File: config.mk
export PLATFORM = sky130hd
export DESIGN_NAME = reorder_buffer_flat
export DESIGN_NICKNAME = d
export VERILOG_FILES = /design/src/rtl/reorder_buffer_if.sv /design/src/rtl/reorder_buffer.sv /design/src/flat_wrapper.sv
export SDC_FILE = /design/constraint.sdc
export NUM_CORES = 2
export LEC_CHECK = 0
export ABC_AREA = 1
export BUFFER_PORTS_ARGS = -buffer_cell sky130_fd_sc_hd__buf_4
export CAP_MARGIN = 25
export CORE_MARGIN = 10
export CORE_UTILIZATION = 50
export DETAILED_ROUTE_END_ITERATION = 12
export HOLD_SLACK_MARGIN = 0.1
export PLACE_DENSITY_LB_ADDON = 0.15
export SYNTH_ARGS = -nofsm -noshare
export SYNTH_HDL_FRONTEND = slang
export SYNTH_SLANG_ARGS = --single-unit
File: constraint.sdc
create_clock -name clk -period 12.6 [get_ports clk]
set_input_delay 1.89 -clock clk [delete_from_list [all_inputs] [get_ports clk]]
set_output_delay 1.89 -clock clk [all_outputs]
set_load 0.02 [all_outputs]
File: src/rtl/reorder_buffer_if.sv
// Dispatch, writeback, flush and retirement signals of the reorder buffer.
// The master modport is the core side; the slave modport is the ROB.
interface reorder_buffer_if #(
  parameter int IDX_W = 4
);
  logic             dis_valid;
  logic             dis_ready;
  logic [31:0]      dis_pc;
  logic [31:0]      dis_inst;
  logic [5:0]       dis_Ard;
  logic             dis_is_store;
  logic [IDX_W-1:0] dis_rob_idx;

  logic             wb_valid;
  logic [IDX_W-1:0] wb_rob_idx;
  logic [31:0]      wb_data;

  logic             st_wb_valid;
  logic [IDX_W-1:0] st_wb_rob_idx;
  logic [31:0]      st_wb_addr;
  logic [31:0]      st_wb_data;
  logic             st_ready;

  logic             flush_valid;
  logic [IDX_W-1:0] flush_rob_idx;

  logic             commit_valid;
  logic [31:0]      commit_pc;
  logic [31:0]      commit_inst;
  logic [5:0]       commit_Ard;
  logic [31:0]      commit_data;
  logic             st_commit;
  logic [31:0]      st_addr;
  logic [31:0]      st_data;
  logic             rob_empty;

  modport master (
    output dis_valid, dis_pc, dis_inst, dis_Ard, dis_is_store,
    output wb_valid, wb_rob_idx, wb_data,
    output st_wb_valid, st_wb_rob_idx, st_wb_addr, st_wb_data, st_ready,
    output flush_valid, flush_rob_idx,
    input  dis_ready, dis_rob_idx,
    input  commit_valid, commit_pc, commit_inst, commit_Ard, commit_data,
    input  st_commit, st_addr, st_data, rob_empty
  );

  modport slave (
    input  dis_valid, dis_pc, dis_inst, dis_Ard, dis_is_store,
    input  wb_valid, wb_rob_idx, wb_data,
    input  st_wb_valid, st_wb_rob_idx, st_wb_addr, st_wb_data, st_ready,
    input  flush_valid, flush_rob_idx,
    output dis_ready, dis_rob_idx,
    output commit_valid, commit_pc, commit_inst, commit_Ard, commit_data,
    output st_commit, st_addr, st_data, rob_empty
  );
endinterface

File: src/rtl/reorder_buffer.sv
// In-order retirement ROB: allocates at dispatch, completes out of order, retires one per cycle.
// Define ROB_PERF_CNT_EN to build the 64-bit commit/stall performance counters.
module reorder_buffer #(
  parameter int DEPTH = 16,
  parameter int IDX_W = 4
) (
  input  logic                clk,
  input  logic                rst,
  reorder_buffer_if.slave     bus,
  output logic [63:0]         perf_commit_cnt,
  output logic [63:0]         perf_stall_cnt
);

  localparam logic [IDX_W:0] DEPTH_P = (IDX_W+1)'(DEPTH);
  localparam logic [IDX_W:0] ONE_P   = (IDX_W+1)'(1);

  // Pointers carry a wrap bit so that full and empty are distinguishable.
  logic [IDX_W:0]   head;
  logic [IDX_W:0]   tail;
  logic [IDX_W:0]   count;
  logic [IDX_W:0]   head_nx;
  logic [IDX_W:0]   tail_nx;
  logic [IDX_W:0]   count_nx;
  logic [IDX_W-1:0] head_idx;
  logic [IDX_W-1:0] tail_idx;

  logic [DEPTH-1:0] ent_valid;
  logic [DEPTH-1:0] ent_done;
  logic [DEPTH-1:0] valid_nx;
  logic [DEPTH-1:0] done_nx;
  logic [DEPTH-1:0] kill;

  logic             ent_store [DEPTH];
  logic [31:0]      ent_pc    [DEPTH];
  logic [31:0]      ent_inst  [DEPTH];
  logic [5:0]       ent_ard   [DEPTH];
  logic [31:0]      ent_data  [DEPTH];
  logic [31:0]      ent_addr  [DEPTH];
  logic [31:0]      ent_sdata [DEPTH];

  logic             head_valid;
  logic             head_done;
  logic             head_store;
  logic             retire;
  logic             dis_fire;
  logic             wb_ok;
  logic             st_wb_ok;
  logic [IDX_W-1:0] flush_off;
  logic             flush_ok;

  assign head_idx = head[IDX_W-1:0];
  assign tail_idx = tail[IDX_W-1:0];

  assign head_valid = ent_valid[head_idx];
  assign head_done  = ent_done[head_idx];
  assign head_store = ent_store[head_idx];

  // A store may only leave when the store buffer can take it, which blocks everything behind it.
  assign retire = head_valid && head_done && (!head_store || bus.st_ready);

  assign bus.dis_ready   = (count < DEPTH_P) && !bus.flush_valid;
  assign bus.dis_rob_idx = tail_idx;
  assign bus.rob_empty   = (count == '0);
  assign dis_fire        = bus.dis_valid && bus.dis_ready;

  assign wb_ok    = bus.wb_valid && ent_valid[bus.wb_rob_idx];
  assign st_wb_ok = bus.st_wb_valid && ent_valid[bus.st_wb_rob_idx];

  // The flush target is accepted only if its age offset from head lies inside the occupied window.
  assign flush_off = bus.flush_rob_idx - head_idx;
  assign flush_ok  = bus.flush_valid && ({1'b0, flush_off} < count);

  for (genvar i = 0; i < DEPTH; i++) begin : g_kill
    logic [IDX_W-1:0] off;
    assign off     = IDX_W'(i) - head_idx;
    assign kill[i] = flush_ok && (off > flush_off) && ({1'b0, off} < count);
  end

  always_comb begin
    head_nx = head + (IDX_W+1)'(retire);
    if (flush_ok) begin
      tail_nx = head + {1'b0, flush_off} + ONE_P;
    end else begin
      tail_nx = tail + (IDX_W+1)'(dis_fire);
    end
    count_nx = tail_nx - head_nx;
  end

  // Flush and dispatch are mutually exclusive, and a full ROB never dispatches onto the retiring head.
  always_comb begin
    valid_nx = ent_valid;
    done_nx  = ent_done;
    if (wb_ok) begin
      done_nx[bus.wb_rob_idx] = 1'b1;
    end
    if (st_wb_ok) begin
      done_nx[bus.st_wb_rob_idx] = 1'b1;
    end
    if (retire) begin
      valid_nx[head_idx] = 1'b0;
      done_nx[head_idx]  = 1'b0;
    end
    valid_nx = valid_nx & ~kill;
    done_nx  = done_nx & ~kill;
    if (dis_fire) begin
      valid_nx[tail_idx] = 1'b1;
      done_nx[tail_idx]  = 1'b0;
    end
  end

  always_ff @(posedge clk or posedge rst) begin
    if (rst) begin
      head      <= '0;
      tail      <= '0;
      count     <= '0;
      ent_valid <= '0;
      ent_done  <= '0;
    end else begin
      head      <= head_nx;
      tail      <= tail_nx;
      count     <= count_nx;
      ent_valid <= valid_nx;
      ent_done  <= done_nx;
    end
  end

  // Payload needs no reset: it is only observed once valid and done bits say so.
  always_ff @(posedge clk) begin
    if (dis_fire) begin
      ent_pc[tail_idx]    <= bus.dis_pc;
      ent_inst[tail_idx]  <= bus.dis_inst;
      ent_ard[tail_idx]   <= bus.dis_Ard;
      ent_store[tail_idx] <= bus.dis_is_store;
    end
    if (wb_ok) begin
      ent_data[bus.wb_rob_idx] <= bus.wb_data;
    end
    if (st_wb_ok) begin
      ent_addr[bus.st_wb_rob_idx]  <= bus.st_wb_addr;
      ent_sdata[bus.st_wb_rob_idx] <= bus.st_wb_data;
    end
  end

  always_ff @(posedge clk or posedge rst) begin
    if (rst) begin
      bus.commit_valid <= 1'b0;
      bus.commit_pc    <= '0;
      bus.commit_inst  <= '0;
      bus.commit_Ard   <= '0;
      bus.commit_data  <= '0;
      bus.st_commit    <= 1'b0;
      bus.st_addr      <= '0;
      bus.st_data      <= '0;
    end else begin
      bus.commit_valid <= retire;
      if (retire) begin
        bus.commit_pc   <= ent_pc[head_idx];
        bus.commit_inst <= ent_inst[head_idx];
        bus.st_commit   <= head_store;
        bus.commit_Ard  <= head_store ? 6'd0  : ent_ard[head_idx];
        bus.commit_data <= head_store ? 32'd0 : ent_data[head_idx];
        bus.st_addr     <= head_store ? ent_addr[head_idx]  : 32'd0;
        bus.st_data     <= head_store ? ent_sdata[head_idx] : 32'd0;
      end
    end
  end

`ifdef ROB_PERF_CNT_EN
  always_ff @(posedge clk or posedge rst) begin
    if (rst) begin
      perf_commit_cnt <= '0;
      perf_stall_cnt  <= '0;
    end else begin
      perf_commit_cnt <= perf_commit_cnt + 64'(retire);
      perf_stall_cnt  <= perf_stall_cnt + 64'(head_valid && !retire);
    end
  end
`else
  assign perf_commit_cnt = '0;
  assign perf_stall_cnt  = '0;
`endif

endmodule

File: src/flat_wrapper.sv
// flat-port wrapper written by rule: the top's interface ports become plain ports
module reorder_buffer_flat 
#(
  parameter int DEPTH = 16,
  parameter int IDX_W = 4
)
  (clk, rst, perf_commit_cnt, perf_stall_cnt, bus_dis_valid, bus_dis_pc, bus_dis_inst, bus_dis_Ard, bus_dis_is_store, bus_wb_valid, bus_wb_rob_idx, bus_wb_data, bus_st_wb_valid, bus_st_wb_rob_idx, bus_st_wb_addr, bus_st_wb_data, bus_st_ready, bus_flush_valid, bus_flush_rob_idx, bus_dis_ready, bus_dis_rob_idx, bus_commit_valid, bus_commit_pc, bus_commit_inst, bus_commit_Ard, bus_commit_data, bus_st_commit, bus_st_addr, bus_st_data, bus_rob_empty);
  reorder_buffer_if #(.IDX_W(IDX_W)) bus_i ();
  input  logic clk;
  input  logic rst;
  output logic [63:0] perf_commit_cnt;
  output logic [63:0] perf_stall_cnt;
  input wire logic [$bits(bus_i.dis_valid)-1:0] bus_dis_valid;
  input wire logic [$bits(bus_i.dis_pc)-1:0] bus_dis_pc;
  input wire logic [$bits(bus_i.dis_inst)-1:0] bus_dis_inst;
  input wire logic [$bits(bus_i.dis_Ard)-1:0] bus_dis_Ard;
  input wire logic [$bits(bus_i.dis_is_store)-1:0] bus_dis_is_store;
  input wire logic [$bits(bus_i.wb_valid)-1:0] bus_wb_valid;
  input wire logic [$bits(bus_i.wb_rob_idx)-1:0] bus_wb_rob_idx;
  input wire logic [$bits(bus_i.wb_data)-1:0] bus_wb_data;
  input wire logic [$bits(bus_i.st_wb_valid)-1:0] bus_st_wb_valid;
  input wire logic [$bits(bus_i.st_wb_rob_idx)-1:0] bus_st_wb_rob_idx;
  input wire logic [$bits(bus_i.st_wb_addr)-1:0] bus_st_wb_addr;
  input wire logic [$bits(bus_i.st_wb_data)-1:0] bus_st_wb_data;
  input wire logic [$bits(bus_i.st_ready)-1:0] bus_st_ready;
  input wire logic [$bits(bus_i.flush_valid)-1:0] bus_flush_valid;
  input wire logic [$bits(bus_i.flush_rob_idx)-1:0] bus_flush_rob_idx;
  output wire logic [$bits(bus_i.dis_ready)-1:0] bus_dis_ready;
  output wire logic [$bits(bus_i.dis_rob_idx)-1:0] bus_dis_rob_idx;
  output wire logic [$bits(bus_i.commit_valid)-1:0] bus_commit_valid;
  output wire logic [$bits(bus_i.commit_pc)-1:0] bus_commit_pc;
  output wire logic [$bits(bus_i.commit_inst)-1:0] bus_commit_inst;
  output wire logic [$bits(bus_i.commit_Ard)-1:0] bus_commit_Ard;
  output wire logic [$bits(bus_i.commit_data)-1:0] bus_commit_data;
  output wire logic [$bits(bus_i.st_commit)-1:0] bus_st_commit;
  output wire logic [$bits(bus_i.st_addr)-1:0] bus_st_addr;
  output wire logic [$bits(bus_i.st_data)-1:0] bus_st_data;
  output wire logic [$bits(bus_i.rob_empty)-1:0] bus_rob_empty;
  assign bus_i.dis_valid = bus_dis_valid;
  assign bus_i.dis_pc = bus_dis_pc;
  assign bus_i.dis_inst = bus_dis_inst;
  assign bus_i.dis_Ard = bus_dis_Ard;
  assign bus_i.dis_is_store = bus_dis_is_store;
  assign bus_i.wb_valid = bus_wb_valid;
  assign bus_i.wb_rob_idx = bus_wb_rob_idx;
  assign bus_i.wb_data = bus_wb_data;
  assign bus_i.st_wb_valid = bus_st_wb_valid;
  assign bus_i.st_wb_rob_idx = bus_st_wb_rob_idx;
  assign bus_i.st_wb_addr = bus_st_wb_addr;
  assign bus_i.st_wb_data = bus_st_wb_data;
  assign bus_i.st_ready = bus_st_ready;
  assign bus_i.flush_valid = bus_flush_valid;
  assign bus_i.flush_rob_idx = bus_flush_rob_idx;
  assign bus_dis_ready = bus_i.dis_ready;
  assign bus_dis_rob_idx = bus_i.dis_rob_idx;
  assign bus_commit_valid = bus_i.commit_valid;
  assign bus_commit_pc = bus_i.commit_pc;
  assign bus_commit_inst = bus_i.commit_inst;
  assign bus_commit_Ard = bus_i.commit_Ard;
  assign bus_commit_data = bus_i.commit_data;
  assign bus_st_commit = bus_i.st_commit;
  assign bus_st_addr = bus_i.st_addr;
  assign bus_st_data = bus_i.st_data;
  assign bus_rob_empty = bus_i.rob_empty;
  reorder_buffer #(.DEPTH(DEPTH), .IDX_W(IDX_W)) u_core (.clk(clk), .rst(rst), .bus(bus_i), .perf_commit_cnt(perf_commit_cnt), .perf_stall_cnt(perf_stall_cnt));
endmodule
# Yosys cells after proc, flatten, opt, wreduce, memory -nomap -nowiden
# Memory sizes are Yosys's and may differ from the RTL's. A register that Yosys moved wholly into a read port is not among the register bits.
# Index checks and enable logic that the tools add are counted.
# classes
add_sub_neg	22
magnitude_cmp	42
muxes	33
n_bitwise	11
reduce_logical	47
# op_table
operator	n
2-to-1 mux 16 bit	6
2-to-1 mux 32 bit	3
< comparator 4 x 5 -> 1 bit	17
AND 16 bit	5
> comparator 4 bit	16
inverter 16 bit	3
OR 16 bit	3
logical AND 1 bit	43
subtractor 4 bit (first input constant)	8
< comparator 4 x 5 -> 1 bit (second input constant)	4
binary-select mux 1 bit (select 4 bit)	4
demux 1 bit (select 4 bit)	4
greater-or-equal comparator 4 x 1 -> 1 bit (second input constant)	4
subtractor 3 x 4 -> 4 bit (first input constant)	4
2-to-1 mux 1 bit	14
adder 5 x 1 -> 5 bit	2
subtractor 1 x 4 -> 4 bit (first input constant)	2
subtractor 2 x 4 -> 4 bit (first input constant)	2
2-to-1 mux 6 bit	1
adder 5 x 1 -> 5 bit (second input constant)	1
adder 5 x 4 -> 5 bit	1
zero test 5 bit	1
< comparator 5 bit (second input constant)	1
2-to-1 mux 5 bit	1
other kinds (4)	5
# totals
reg_bits	151
mem_bits_rw	2672
out_inout_bits	302
elab_cells	173
mem_count	7
# memory_table
memory	words	word_bits	rd	rd_clocked_by_memory_dff	write_ports	line_no	source
u_core.ent_addr	16	32	1	0	1	reorder_buffer.sv:38	logic [31:0] ent_addr [DEPTH];
u_core.ent_data	16	32	1	0	1	reorder_buffer.sv:37	logic [31:0] ent_data [DEPTH];
u_core.ent_inst	16	32	1	1	1	reorder_buffer.sv:35	logic [31:0] ent_inst [DEPTH];
u_core.ent_pc	16	32	1	1	1	reorder_buffer.sv:34	logic [31:0] ent_pc [DEPTH];
u_core.ent_sdata	16	32	1	0	1	reorder_buffer.sv:39	logic [31:0] ent_sdata [DEPTH];
u_core.ent_ard	16	6	1	0	1	reorder_buffer.sv:36	logic [5:0] ent_ard [DEPTH];
+1 memories	n/a	n/a	n/a	n/a	n/a	n/a	

# Logic depth before layout (Yosys ltp)
# logic_depth
depth_word	13
mapped_depth	27
depth_no_buf	21

# Least setup slack after synthesis
# OpenSTA, ideal clock, no wires.
# synth_path
path_kind	input to register
startpoint	input port bus_wb_rob_idx[0]
endpoint	memory u_core.ent_data[12][0] (enable)
setup_time_ns	0.501
t_arrival_ns	5.706
setup_slack_ns	6.393
path_stages	10
path_cell_list	clkbuf_1 > buf_4 > nand2_1 > o21ai_0 > nand2_1 > nand2_1 > nand2_1 > nand2_1 > nor2_1 > nor4_1
# synth_via
elab_chain_len	5
# synth_lines
item	line_no	source
start, declared	flat_wrapper.sv:19	input wire logic [$bits(bus_i.wb_rob_idx)-1:0] bus_wb_rob_idx;
binary-select mux 1 bit (select 4 bit)	reorder_buffer.sv:66	assign wb_ok = bus.wb_valid && ent_valid[bus.wb_rob_idx];
2-to-1 mux 1 bit (not written as such)	reorder_buffer.sv:66	
logical AND 1 bit	reorder_buffer.sv:66	
2-to-1 mux 1 bit	reorder_buffer.sv:135	if (wb_ok) begin
2-to-1 mux 1 bit (not written as such)	reorder_buffer.sv:136	ent_data[bus.wb_rob_idx] <= bus.wb_data;
end, declared	reorder_buffer.sv:37	
# Parallel ways exist; a longest one is shown, timed or not. The select of a mux whose other input is x is not followed.

# Worst setup path after layout
# layout_path
startpoint	register u_core.head[1]
endpoint	register u_core.count[4]
# layout_via
elab_chain_len	6
elab_cells_between_ends	17
classes_between	5 x add/sub; 1 x order compare; 5 x mux; 5 x reduce/logical; 1 x memory
# layout_lines
item	line_no	source
start, declared	reorder_buffer.sv:18	logic [IDX_W:0] head;
start signal, assigned	reorder_buffer.sv:119	head <= head_nx;
memory read (16 x 1 bit) (tied with other cells)	n/a	
zero test 1 bit (tied with other cells)	reorder_buffer.sv:59	assign retire = head_valid && head_done && (!head_store || bus.st_ready);
logical OR 1 bit or logical AND 1 bit (tied branches)	reorder_buffer.sv:59	
logical AND 1 bit	reorder_buffer.sv:59	
adder 5 x 1 -> 5 bit *	reorder_buffer.sv:80	head_nx = head + (IDX_W+1)'(retire);
net u_core.head_nx[1]	reorder_buffer.sv:21	logic [IDX_W:0] head_nx;
subtractor 5 bit *	reorder_buffer.sv:86	count_nx = tail_nx - head_nx;
net u_core.count_nx[4]	reorder_buffer.sv:23	logic [IDX_W:0] count_nx;
end signal, assigned	reorder_buffer.sv:121	count <= count_nx;
end, declared	reorder_buffer.sv:20	logic [IDX_W:0] count;
# The timed path passes the listed nets; every way through them passes the cells marked *. The select of a mux whose other input is x is not followed.
# A chain may end at the register's enable or synchronous reset.

==> Implementation_results.wiki <==
{| class="wikitable"
! Metric !! Value
|-
| Status || completed
|-
| Final Cycle Share || 0.476
|-
| Critical path launch point || u_core.head[1]
|-
| Total gr overflow || 0
|-
| Clk sink count || ~2.9k
|-
| Routed wire per std cell || 25.8 um
|-
| H-tree depth || 5
|-
| Pre-Repair DR Iteration Count || 6
|-
| WP depth || 17
|-
| Max incr delay on CP || 1.07 ns
|-
| Maximum fanout along the worst path || 117
|-
| Post-CTS setup buffer count || 0
|-
| Reg2reg setup slack || 6.60 ns
|-
| Final-report max-slew violation count || 0
|-
| Worst min-delay path class || reg -> reg
|-
| Final weighted congestion in routability-driven placement || 0.838
|-
| Timing endpoint of the critical path || u_core.count[4]
|-
| Time the worst path needs with I/O delays and setup || 6.00 ns
|-
| Least-Margin Pin Slew || 1.18 ns
|-
| Starting density of the core || 0.502
|-
| Average cell area after synthesis || 12.8 um^2
|-
| Count of flip-flops with a built-in enable after synthesis || 2672
|-
| Die footprint || 253000 um^2
|-
| WS Path Type || reg -> reg
|-
| Signal arrival time at the worst endpoint || 6.89 ns
|-
| Pleak || 0.0448 uW
|-
| Largest family of logic cells by synthesized area || compound AO/OA/AOI/OAI gates
|-
| Switching power total || 12000 uW
|-
| Category of the worst setup path launch point || flip-flop
|-
| Antenna violations before repair || 55
|-
| Total number of nets in the final design || 9557
|-
| Area growth syn-to-layout || 12.1%
|-
| FF-to-FF End || u_core.count[4]
|-
| Final total negative setup slack || 0 ns
|-
| Number of setup violations in the final report || 0
|-
| Seq/Total Area, Yosys || 0.735
|-
| RSZ-0062 raised after global routing || no
|-
| Vias post-DR || 75.5k
|-
| Synthesized-area fraction occupied by ao, oa, aoi and oai cells || 0.118
|-
| XOR/XNOR share of the synthesized area || 0.00173
|-
| Gate family responsible for the most delay along the worst path || simple AND/OR/NAND/NOR gates
|-
| Simple-gate share of the synthesized area || 0.0962
|-
| Sequence of cells on the critical path || inv_8, nor2_1, o21ai_0, nand3_1, nand3_1, nand2_4, nand2_4, nand2_8, clkinv_2, ha_1, ha_1, inv_1, fa_1, a21o_1, a21oi_1, xor2_1, xor2_1
|-
| Maximum root-to-sink buffer count || 4
|-
| TritonCTS clock tree || yes
|-
| Maximum clock frequency || 167 MHz
|-
| Die outline width || 503 um
|-
| Synth warnings || 0
|-
| Number of top-level design ports || approximately 490
|-
| Count of distinct cell types in the synthesized netlist || between 40 and 50
|-
| Post-synthesis cell area || 116000 um^2
|-
| Clock tree skew after final layout || ~0.062 ns
|-
| Gr usage total || 0.249
|-
| Number of cells on the worst reg-to-reg path || 17
|-
| Area of the core region || approximately 230000 um^2
|-
| Vias per Instance || 6.01
|-
| DRT antenna net count || 0
|-
| PostCTS Resize Cnt || 0
|-
| Switching portion of total power || 0.385
|-
| Crit path max-delay cell type || dfrtp_4
|-
| Fraction of synthesized area in multiplexers || 0
|-
| Fin. Hold Viols || 0
|-
| Hold buffer count at cts || 0
|-
| Number of DRC violations after detailed routing || 0
|-
| Post-DP HPWL || 167000 um
|-
| CP Data Required Time || between 10 and 15 ns
|-
| Proportion of power drawn by the clock network || 0.276
|-
| Starting DRT DRC Count || 7700
|-
| Total power density per cell area || 240 nW/um^2
|-
| Post-synth top flop || edfxtp_1
|-
| Final design utilization || 0.562
|-
| Total Routed Length || 325000 um
|-
| Die Span Y || 503 um
|-
| Buffer and inverter count on the worst path || 3
|-
| Total number of placement rows || roughly 180
|-
| Maximum number of pins on one net before global-route repair || approximately 230
|-
| Post-Syn Instances || about 9k
|-
| Number of buffers created by CTS || about 310
|-
| Reg-to-reg critical path startpoint || u_core.head[1]
|-
| I/O Buffers || 359
|-
| Vias in the first global route || 72.0k
|-
| Share of post-route cells with drive strength above 1 || 0.102
|-
| Clock latency at the later pin of the worst-skew pair || roughly 0.96 ns
|-
| Wire length of the first global-routing pass || 476000 um
|-
| Cell chosen for the clock root || clkbuf_16
|-
| Relative slew slack || 0.213
|-
| Power share of the combinational group || 0.359
|-
| Clock slew at the register clock pins of the worst setup and hold paths || about 0.070 ns
|-
| Number of maximum-capacitance violations || 0
|-
| Int Power || 19200 uW
|-
| CP Capture Type || flip-flop
|-
| Share of synthesized registers carrying an async set or reset || 0.0745
|-
| Share of total power in sequential cells || 0.365
|-
| Max IR drop VDD || 0.289 mV
|-
| Number of synthesized register bits || 2887
|-
| Synth Area in Adders || 0.0101
|}
cells in the final DEF, fill, tap and decap left out, types with 10 or more instances in the layout:
master,instances
edfxtp_1,2672
nor2_1,1613
o21ai_0,1278
nand2_1,915
buf_4,481
o221ai_1,333
clkbuf_16,319
nand3_1,303
o211ai_1,249
dfrtp_1,211
o21ai_1,188
o22ai_1,175
conb_1,128
inv_1,120
ha_1,89
clkbuf_1,88
a21oi_1,58
clkinv_1,49
clkinv_2,44
nor2_4,22
clkbuf_8,21
a21boi_0,20
xor2_1,17
diode_2,16
inv_2,16
bufinv_16,12
inv_4,10
worst reg2reg max path: stages (launching register included):
cell      delay (ns)
dfrtp_4         1.07
inv_8           0.49
nor2_1          0.37
o21ai_0         0.10
nand3_1         0.13
nand3_1         0.13
nand2_4         0.56
nand2_4         0.32
nand2_8         0.38
clkinv_2        0.50
ha_1            0.38
ha_1            0.29
inv_1           0.08
fa_1            0.43
a21o_1          0.20
a21oi_1         0.18
xor2_1          0.19
xor2_1          0.14
state kept, by name, summed over array words and instances (netlist names), 16 cells and up:
register                count
u_core.ent_addr           512
u_core.ent_data           512
u_core.ent_inst           512
u_core.ent_pc             512
u_core.ent_sdata          512
u_core.ent_ard             96
u_core.bus.commit_data     32
u_core.bus.commit_inst     32
u_core.bus.commit_pc       32
u_core.bus.st_addr         32
u_core.bus.st_data         32
u_core.ent_done            16
u_core.ent_store           16
u_core.ent_valid           16
final cells by class:
type                    count  area (um^2)
repair buffers            495         3930
flip-flops and latches   2887        85600
multi-input cells        5427        27000
inverters                 154          651
well taps                3043         3810
clock inverters           117          878
clock buffers             428         8600
fillers                 18700       102000
diodes                     16         40.0
metal layers:
| layer | GRT usage | up-vias | wire [um] |
|---|---|---|---|
| met3 | 0.0510 | 535 | 27300 |
| met1 | 0.361 | 38300 | 141000 |
| li1 | - | 33500 | - |
| met4 | 0.0686 | 56 | 8030 |
| met5 | 0 | - | 366 |
| met2 | 0.384 | 3061 | 148000 |
synth_stat cells, types with 4 or more instances:
master | n | area (um^2)
edfxtp_1 | 2672 | 80200
o21ai_1 | 188 | 941
buf_2 | 150 | 751
nand3_1 | 303 | 1520
o22ai_1 | 175 | 1090
o211ai_1 | 249 | 1870
o21bai_1 | 4 | 30.0
buf_6 | 31 | 349
o221ai_1 | 333 | 2920
a21oi_1 | 58 | 290
nor2_1 | 1635 | 6140
buf_4 | 178 | 1340
xnor2_1 | 6 | 52.6
nand2_1 | 915 | 3430
xor2_1 | 17 | 149
clkbuf_2 | 6 | 30.0
o21ai_0 | 1278 | 6400
dfrtp_1 | 215 | 5380
inv_1 | 147 | 552
buf_1 | 33 | 124
nor3_1 | 6 | 30.0
clkbuf_1 | 351 | 1320
ha_1 | 89 | 1110
a21boi_0 | 20 | 150
power by group through the flow:
stage          Clock [uW]  Combinational, uW  Sequential, uW
6_report             8620              11200           11400
5_1_grt              9140              12400           11500
4_1_cts              8750              11200           11400
3_5_place_dp            0              11100           11600
3_3_place_gp            0              10900           11600
2_1_floorplan           0               7410           11700
how the worst min path moves through the flow:
| stage | start | end | slack [ns] | depth (start not counted) |
|---|---|---|---|---|
| after floorplan | u_core.ent_done[4] | u_core.ent_done[4] | 0.52 | 4 |
| after CTS | u_core.bus.commit_pc[8] | u_core.bus.commit_pc[8] | 0.48 | 2 |
| after global placement | u_core.bus.commit_pc[16] | u_core.bus.commit_pc[16] | 0.46 | 2 |
| after global routing | u_core.bus.commit_inst[12] | u_core.bus.commit_inst[12] | 0.50 | 2 |
| final | u_core.bus.commit_pc[16] | u_core.bus.commit_pc[16] | 0.48 | 2 |
| after detailed placement | u_core.bus.commit_pc[8] | u_core.bus.commit_pc[8] | 0.47 | 2 |
metrics by stage:
stage	hold slack, ns	std cells	total power, uW	setup WS, ns	instance area (um^2)
global placement	0.464	12000	22500	6.37	121000
finish	0.479	12600	31300	6.60	131000
global route	0.503	12600	33000	6.28	131000
detailed placement	0.466	12000	22800	6.35	121000
CTS	0.482	12500	31300	6.69	130000
floorplan	0.522	9218	19100	4.83	117000
logic make-up after synthesis:
logic type | after synthesis
AO/OA/AOI/OAI | 2314
XOR/XNOR | 23
adder cells (fa/ha/maj) | 92
buffers and inverters | 904
flip-flops | 2887
other | 1
AND/OR/NAND/NOR | 2870
No activity file was read; power rests on OpenSTA's default activity.
